## config.mk

```make
export PLATFORM = sky130hd
export DESIGN_NAME = computie_bus_initiator
export DESIGN_NICKNAME = d
export VERILOG_FILES = /design/src/rtl/computie_bus_pkg.sv /design/src/rtl/computie_bus_initiator.sv
export SDC_FILE = /design/constraint.sdc
export NUM_CORES = 1
export LEC_CHECK = 0
export BUFFER_PORTS_ARGS = -buffer_cell sky130_fd_sc_hd__buf_2
export CAP_MARGIN = 5
export CORE_MARGIN = 5
export CORE_UTILIZATION = 44
export DETAILED_ROUTE_END_ITERATION = 16
export PLACE_DENSITY = 0.76
export REMOVE_ABC_BUFFERS = 1
export SYNTH_ARGS = -nofsm -noshare
export SYNTH_HDL_FRONTEND = slang
export SYNTH_SLANG_ARGS = --single-unit
```

## constraint.sdc

```tcl
create_clock -name cb_clk -period 1.85 [get_ports cb_clk]
set_clock_uncertainty 0.15 [all_clocks]
set_input_delay 0.185 -clock cb_clk [delete_from_list [all_inputs] [get_ports cb_clk]]
set_output_delay 0.185 -clock cb_clk [all_outputs]
set_load 0.01 [all_outputs]
```

## src/rtl/computie_bus_pkg.sv

```systemverilog
// Shared Computie bus definitions: strobe/direction polarities, status codes,
// request/response record layout and the FSM state type used by the initiator.
package computie_bus_pkg;

   localparam logic ACTIVE       = 1'b0;
   localparam logic INACTIVE     = 1'b1;
   localparam logic DIR_TO_BUS   = 1'b1;
   localparam logic DIR_FROM_BUS = 1'b0;

   localparam logic [1:0] STATUS_OK      = 2'b00;
   localparam logic [1:0] STATUS_BERR    = 2'b01;
   localparam logic [1:0] STATUS_TIMEOUT = 2'b10;

   localparam int unsigned MOD_READ_BIT = 0;
   localparam int unsigned MOD_RSVD_BIT = 1;
   localparam int unsigned MOD_W        = 2;
   localparam int unsigned STATUS_W     = 2;

   // Request record {mod, address, data}; response record {status, read_data}.
   function automatic int unsigned req_width(input int unsigned bw);
      return 2 * bw + MOD_W;
   endfunction

   function automatic int unsigned resp_width(input int unsigned bw);
      return bw + STATUS_W;
   endfunction

   typedef enum logic [2:0] {
      ST_IDLE,
      ST_ADDR,
      ST_DATA,
      ST_WAIT_ACK,
      ST_END,
      ST_RESP
   } state_t;

endpackage

```

## src/rtl/computie_bus_initiator.sv

```systemverilog
// Computie bus initiator: runs one multiplexed address/data cycle per request
// record and returns {status, read_data}. All outputs are registered.
module computie_bus_initiator
   import computie_bus_pkg::*;
#(
   parameter int unsigned BITWIDTH = 32,
   parameter int unsigned TIMEOUT  = 255
) (
   input  logic                            cb_clk,
   input  logic                            cb_reset,
   input  logic                            req_valid,
   output logic                            req_ready,
   input  logic [req_width(BITWIDTH)-1:0]  req_in,
   output logic                            resp_valid,
   input  logic                            resp_ready,
   output logic [resp_width(BITWIDTH)-1:0] resp_out,
   output logic                            cb_addr_strobe,
   output logic                            cb_data_strobe,
   output logic                            cb_read_write,
   output logic [BITWIDTH-1:0]             cb_addr_data_out,
   input  logic [BITWIDTH-1:0]             cb_addr_data_in,
   input  logic                            cb_data_ack,
   input  logic                            cb_bus_error,
   output logic                            send_receive,
   output logic                            addr_oe,
   output logic                            data_oe,
   output logic                            data_dir
);

   localparam int unsigned CNT_W    = $clog2(TIMEOUT + 1);
   localparam int unsigned ADDR_LSB = BITWIDTH;
   localparam int unsigned MOD_LSB  = 2 * BITWIDTH;

   state_t                          state_q, state_d;
   logic [CNT_W-1:0]                cnt_q, cnt_d;
   logic [BITWIDTH-1:0]             data_q, data_d;
   logic                            req_ready_q, req_ready_d;
   logic                            resp_valid_q, resp_valid_d;
   logic [resp_width(BITWIDTH)-1:0] resp_q, resp_d;
   logic                            as_q, as_d;
   logic                            ds_q, ds_d;
   logic                            rw_q, rw_d;
   logic [BITWIDTH-1:0]             bus_q, bus_d;
   logic                            sr_q, sr_d;
   logic                            aoe_q, aoe_d;
   logic                            doe_q, doe_d;
   logic                            dir_q, dir_d;
   logic [BITWIDTH-1:0]             rd_sel;
   logic                            unused_mod;

   assign unused_mod = req_in[MOD_LSB + MOD_RSVD_BIT];
   assign rd_sel     = rw_q ? cb_addr_data_in : {BITWIDTH{1'b0}};

   always_comb begin
      state_d      = state_q;
      cnt_d        = cnt_q;
      data_d       = data_q;
      req_ready_d  = req_ready_q;
      resp_valid_d = resp_valid_q;
      resp_d       = resp_q;
      as_d         = as_q;
      ds_d         = ds_q;
      rw_d         = rw_q;
      bus_d        = bus_q;
      sr_d         = sr_q;
      aoe_d        = aoe_q;
      doe_d        = doe_q;
      dir_d        = dir_q;

      case (state_q)
         ST_IDLE: begin
            req_ready_d = 1'b1;
            if (req_valid && req_ready_q) begin
               req_ready_d = 1'b0;
               data_d      = req_in[BITWIDTH-1:0];
               bus_d       = req_in[ADDR_LSB +: BITWIDTH];
               rw_d        = req_in[MOD_LSB + MOD_READ_BIT];
               sr_d        = 1'b1;
               dir_d       = DIR_TO_BUS;
               aoe_d       = ACTIVE;
               as_d        = ACTIVE;
               state_d     = ST_ADDR;
            end
         end

         // Outputs for each bus phase are loaded on the edge that enters it.
         ST_ADDR: begin
            aoe_d = INACTIVE;
            doe_d = ACTIVE;
            ds_d  = ACTIVE;
            if (rw_q) begin
               sr_d  = 1'b0;
               dir_d = DIR_FROM_BUS;
            end else begin
               bus_d = data_q;
               sr_d  = 1'b1;
               dir_d = DIR_TO_BUS;
            end
            state_d = ST_DATA;
         end

         ST_DATA: begin
            cnt_d   = '0;
            state_d = ST_WAIT_ACK;
         end

         ST_WAIT_ACK: begin
            if (!cb_bus_error) begin
               resp_d  = {STATUS_BERR, {BITWIDTH{1'b0}}};
               state_d = ST_END;
            end else if (!cb_data_ack) begin
               resp_d  = {STATUS_OK, rd_sel};
               state_d = ST_END;
            end else if (cnt_q == CNT_W'(TIMEOUT - 1)) begin
               resp_d  = {STATUS_TIMEOUT, {BITWIDTH{1'b0}}};
               state_d = ST_END;
            end else if (cnt_q != '1) begin
               cnt_d = cnt_q + 1'b1;
            end
            if (state_d == ST_END) begin
               as_d  = INACTIVE;
               ds_d  = INACTIVE;
               aoe_d = INACTIVE;
               doe_d = INACTIVE;
               sr_d  = 1'b0;
               dir_d = DIR_FROM_BUS;
            end
         end

         ST_END: begin
            if (cb_data_ack && cb_bus_error) begin
               resp_valid_d = 1'b1;
               state_d      = ST_RESP;
            end
         end

         ST_RESP: begin
            if (resp_ready) begin
               resp_valid_d = 1'b0;
               state_d      = ST_IDLE;
            end
         end

         default: state_d = ST_IDLE;
      endcase
   end

   always_ff @(posedge cb_clk) begin
      if (cb_reset) begin
         state_q      <= ST_IDLE;
         cnt_q        <= '0;
         data_q       <= '0;
         req_ready_q  <= 1'b0;
         resp_valid_q <= 1'b0;
         resp_q       <= '0;
         as_q         <= INACTIVE;
         ds_q         <= INACTIVE;
         rw_q         <= 1'b1;
         bus_q        <= '0;
         sr_q         <= 1'b0;
         aoe_q        <= INACTIVE;
         doe_q        <= INACTIVE;
         dir_q        <= DIR_FROM_BUS;
      end else begin
         state_q      <= state_d;
         cnt_q        <= cnt_d;
         data_q       <= data_d;
         req_ready_q  <= req_ready_d;
         resp_valid_q <= resp_valid_d;
         resp_q       <= resp_d;
         as_q         <= as_d;
         ds_q         <= ds_d;
         rw_q         <= rw_d;
         bus_q        <= bus_d;
         sr_q         <= sr_d;
         aoe_q        <= aoe_d;
         doe_q        <= doe_d;
         dir_q        <= dir_d;
      end
   end

   assign req_ready        = req_ready_q;
   assign resp_valid       = resp_valid_q;
   assign resp_out         = resp_q;
   assign cb_addr_strobe   = as_q;
   assign cb_data_strobe   = ds_q;
   assign cb_read_write    = rw_q;
   assign cb_addr_data_out = bus_q;
   assign send_receive     = sr_q;
   assign addr_oe          = aoe_q;
   assign data_oe          = doe_q;
   assign data_dir         = dir_q;

endmodule

```

### After elaboration in Yosys (flattened, before gate mapping)

Index checks and enable logic that the tools add are counted.

| operators by class | value |
|---|---|
| add/subtract/negate cells | 1 |
| equal/unequal tests | 18 |
| multiplexer cells | 33 |
| reductions and logical operators | 18 |

Operators with widths:

| operator | number |
|---|---|
| 34-bit two-way mux | 3 |
| 32-bit two-way mux | 3 |
| 32-bit one-hot mux with 2 select lines | 1 |
| 8-bit two-way mux | 4 |
| 3-bit two-way mux | 7 |
| 2-bit inequality test, second input constant | 9 |
| 3-bit one-hot mux with 6 select lines | 1 |
| 8-bit one-hot mux with 2 select lines | 1 |
| 3-bit AND reduction | 5 |
| 2-bit nonzero test | 5 |
| 3-bit equality test, second input constant | 3 |
| 8-bit by 1-bit adder with 8-bit output, second input constant | 1 |
| 8-bit equality test, second input constant | 1 |
| 1-bit two-way mux | 8 |
| 8-bit inequality test, second input constant | 1 |
| 3-bit by 2-bit equality test with 1-bit output, second input constant | 2 |
| 1-bit one-hot mux with 2 select lines | 3 |
| 1-bit one-hot mux with 3 select lines | 2 |
| 2-bit AND reduction | 3 |
| 5-bit AND reduction | 1 |
| 3-bit by 1-bit equality test with 1-bit output, second input constant | 1 |
| 3-bit zero test | 1 |
| 3-bit by 2-bit inequality test with 1-bit output, second input constant | 1 |
| 3-bit nonzero test | 1 |
| 1-bit logical AND | 2 |

| storage, ports and cells | value |
|---|---|
| flip-flop bits (word level) | 116 |
| input port bits | 104 |
| output and inout bits | 75 |
| logic and storage cells | 82 |

### Depth between registers and ports, before layout

| depth | value |
|---|---|
| depth in word-level cells | 8 |
| mapped depth | 7 |
| gate-level depth less buffers | 6 |

### Least setup slack after synthesis

No wires, ideal clock.

| timing path | value |
|---|---|
| path kind | register to register |
| start point | register cnt_q[0] |
| end point | register resp_q[10], in the netlist resp_out[10] |
| setup time | 60 ps |
| data arrival time | 1,570 ps |
| data required time | 1,640 ps |
| path slack | 70 ps |
| stages on the path, launching flop included | 8 |
| path buffers | 1 |
| clock period less this slack | 1,780 ps |
| cell sequence | dfxtp_1 inv_1 ha_1 nand3_1 o21ai_1 a21oi_1 clkbuf_1 a22o_1 |

| on the way | value |
|---|---|
| longest elaborated chain between the ends | 3 |

Ends and longest elaborated chain:

| item | RTL line | text |
|---|---|---|
| from (decl) | computie_bus_initiator.sv:35 | `logic [CNT_W-1:0] cnt_q, cnt_d;` |
| from (signal assigned) | computie_bus_initiator.sv:166 | `cnt_q <= cnt_d;` |
| 8-bit equality test | computie_bus_initiator.sv:114 | `end else if (cnt_q == CNT_W'(TIMEOUT - 1)) begin` |
| 3-bit by 2-bit inequality test with 1-bit output (no line) | - |  |
| 2-bit AND reduction (no line) | - |  |
| to (signal assigned) | computie_bus_initiator.sv:170 | `resp_q <= resp_d;` |
| to (decl) | computie_bus_initiator.sv:39 | `logic [resp_width(BITWIDTH)-1:0] resp_q, resp_d;` |

No other way between the ends.
A chain may end at the register's enable or synchronous reset.

### Worst setup path in the final report

| timing path | value |
|---|---|
| start point | register cnt_q[0] |
| end point | register cnt_q[5] |

| on the way | value |
|---|---|
| longest elaborated chain between the ends | 6 |
| elaborated cells between the ends (all ways) | 11 |
| those cells by class | 1 x add/sub; 4 x eq/ne; 5 x mux; 1 x reduce/logical |

Ends and longest elaborated chain:

| item | RTL line | text |
|---|---|---|
| 8-bit by 1-bit adder with 8-bit output | computie_bus_initiator.sv:118 | `cnt_d = cnt_q + 1'b1;` |
| 8-bit two-way mux | computie_bus_initiator.sv:117 | `end else if (cnt_q != '1) begin` |
| 8-bit two-way mux | computie_bus_initiator.sv:114 |  |
| 8-bit two-way mux | computie_bus_initiator.sv:111 | `end else if (!cb_data_ack) begin` |
| 8-bit two-way mux | computie_bus_initiator.sv:108 | `if (!cb_bus_error) begin` |
| 8-bit one-hot mux with 2 select lines | computie_bus_initiator.sv:70 | `case (state_q)` |

Parallel ways exist; a longest one is shown, timed or not. The select of a mux whose other input is x is not followed.

==> run metrics <==
result of the run=completed; per-cell via count in the routed design=5.37; internal cell power=5.14 mW; number of hold violations in the final report=0; die span in x=113 um; unrepaired setup endpoints after global routing=yes; most used standard cell by instance count after synthesis=dfxtp_1; Core Util, Final=72.2%; part of the power in combinational logic=19.2%; CTS clk-pin slew, worst paths=around 60 ps; static power due to leakage=3.40 nW; Wirelength per Cell=18.2 um; class of the tightest hold or removal check=in -> reg; clock network fraction of total power=between 40% and 50%; aggregate global-route resource usage=25.3%; fin cells=930; worst hold margin=19.2 ps; number of pins with negative max-slew slack in the final report=0; highest attainable clock frequency=555 MHz; critical path class=reg -> reg; number of clock buffers inserted by TritonCTS=17; final antenna diode count=0; Sequential Power Share=39.3%; Synth-to-Final Area Change=60.1%; initial antenna violation count=0; area of the mapped netlist=4680 um^2; Cell Rows=37; cell total after placement=790; Clock Sink Count=116; total design power=7.04 mW; switching power share of the total=between 20% and 30%; DRT Pass-1 Iters=5; Worst setup EP type=flop; filler cell count=a little under 700; per-instance average area after synthesis=9.57 um^2; library cell used as clock root buffer=clkbuf_8; dominant register cell in the synthesized netlist=dfxtp_1; nature of the critical path startpoint=flop; top post-synthesis cells by count=116 x dfxtp_1, 78 x nand2_1, 47 x a21oi_1; share of async-settable or async-resettable flops after synthesis=0%; number of nets at the end of the flow=888; Max-Slew Margin vs Limit=approximately half; part of the cycle the worst path needs=97.3%; layout cell share with drive strength beyond 1=35.8%; peak supply drop=just over 500 uV; number of standard cells after synthesis=roughly 490; final weighted congestion of routability-driven global placement=0.847; total wire length after detailed routing=17000 um; worst-path maximum fanout=6; H-tree depth=4; I/O Pins=179; pin count of the biggest net entering global routing=62; Synth area leader=dfxtp_1; slew at the pin closest to its max-slew limit=764 ps; maximum clock path buffer count=2; sequential area share after synthesis=49.6%; die area=roughly 13000 um^2; via count of the first global-routing pass=5093; Switching Power=1.90 mW; wire length of the first global-routing pass=25800 um; leading cell types by total area after synthesis=dfxtp_1 50%, a211oi_2 7.5%, mux2i_1 7.1%; #FFs+latches synth=116; worst path required time=between 2000 and 2500 ps; GR Overflow Total=0; Clk Latency, worst-skew pair=510 ps; count of yosys warnings during synthesis=0; final setup violation count=0; count of nets left with antenna violations after detail routing=0; DPL Wire Length=9200 um; total number of vias=4994; data arrival time of the critical path=2090 ps; final critical delay including setup and external delays=between 1500 and 2000 ps; standard cell core area=10400 um^2; share of Yosys cell area claimed by the top area cell type=49.6%; count of unique library cells instantiated by Yosys=44; initial drt markers=475; Port Buffer Count=roughly 180; max capacitance violation total=0; ratio of total power to cell area=941 nW/um^2; EDFF count, synth=0; remaining routing DRC violations=0; height of the chip=113 um; TritonCTS clock tree=yes; Initial Utilization=between 40% and 50%
-- layout by cell type (no fill, tap or decap), types with 3 or more instances in the layout --
master / Yosys / layout
a31oi_1: 3 / 3
buf_4: 5 / 26
nand3b_1: 3 / 3
clkinvlp_4: 0 / 4
dlygate4sd3_1: 0 / 101
nand2_1: 78 / 78
nor3_1: 7 / 5
inv_1: 6 / 5
or3_1: 4 / 4
a211oi_1: 6 / 6
a22o_1: 30 / 30
buf_12: 0 / 5
nor2b_1: 5 / 4
a211oi_2: 28 / 28
a21oi_1: 47 / 45
buf_2: 5 / 176
nand3_1: 6 / 5
or4_1: 3 / 3
clkbuf_8: 0 / 3
clkinv_2: 0 / 4
nor2_1: 39 / 39
clkbuf_1: 22 / 3
dfxtp_1: 116 / 114
clkbuf_16: 0 / 17
mux2i_1: 33 / 33
o21ai_0: 11 / 10
-- through the flow --
stage          setup slack, ps  TNS (ps)  area, um^2
6_report                  49.3         0        7490
4_1_cts                   19.5         0        7390
2_1_floorplan            -1520   -104960        4500
3_5_place_dp             -39.0      -115        5810
3_3_place_gp              46.2         0        5810
5_1_grt                  -62.2     -66.6        7490
-- critical path, stage by stage, from the launching register on --
cell and delay, ps:
dfxtp_4 360, ha_2 210, o211ai_1 280, nor3_2 120, or4_1 470, a21oi_1 140
-- sequential cells by signal, indices dropped and copies added (netlist names) --
signal,flops
resp_out,34
cb_addr_data_out,32
data_q,32
cnt_q,8
state_q,3
addr_oe,1
cb_addr_strobe,1
cb_read_write,1
data_dir,1
data_oe,1
req_ready,1
resp_valid,1
-- path summary, 6_finish.rpt --
| check | start | end | slack [ps] | cells after the start |
|---|---|---|---|---|
| setup / recovery | cnt_q[0] | cnt_q[5] | 50 | 5 |
| setup reg to reg | cnt_q[0] | cnt_q[5] | 50 | 5 |
| hold / removal | req_valid | cb_read_write | 20 | 4 |
| hold reg to reg | cb_addr_strobe | cb_addr_strobe | 300 | 2 |
-- cell families after synthesis --
| kind of cell | share of synthesized area, % |
|---|---|
| AOI/OAI and AO/OA | 23.6 |
| xor gates and xnor gates | 0.187 |
| adders and majority gates | 0.535 |
| buffers and inverters | 4.47 |
| DFF | 49.6 |
| muxes | 7.30 |
| and+or+nand+nor | 14.2 |
-- final cells by class --
class,count,area (um^2),share of cell area [%]
Timing Repair Buffer,310,2240,29.9
Clock inverter,9,81.3,1.09
Multi-Input combinational cell,330,2190,29.2
Sequential cell,116,2330,31.1
Clock buffer,22,453,6.05
Inverter,7,30.0,0.401
Tap cell,136,170,2.27
-- metal layers --
metal	part of all wire [%]	vias up	GRT usage (%)
met3	9.4	54	8.77
li1	-	2328	-
met4	3.0	0	9.86
met2	49	278	43.6
met1	39	2334	28.8
met5	0	-	0
-- power groups by stage --
stage               logic (mW)  clock network (mW)  registers [mW]
floorplan                0.522                   0            2.86
global placement          1.03                   0            2.80
detailed placement        1.06                   0            2.81
CTS                       1.27                2.97            2.76
global route              1.45                3.09            2.78
finish                    1.35                2.92            2.77
-- timing repair --
action / CTS / global route
buffers inserted: 1 / 5
hold buffers: 101 / 0
endpoints found under the hold margin: 106 / 0
gates resized for setup: 4 / 12
pin swaps: 1 / 7
gates cloned: 1 / 1
setup endpoints to repair: 25 / 8
(Power assumes the default switching activity.)
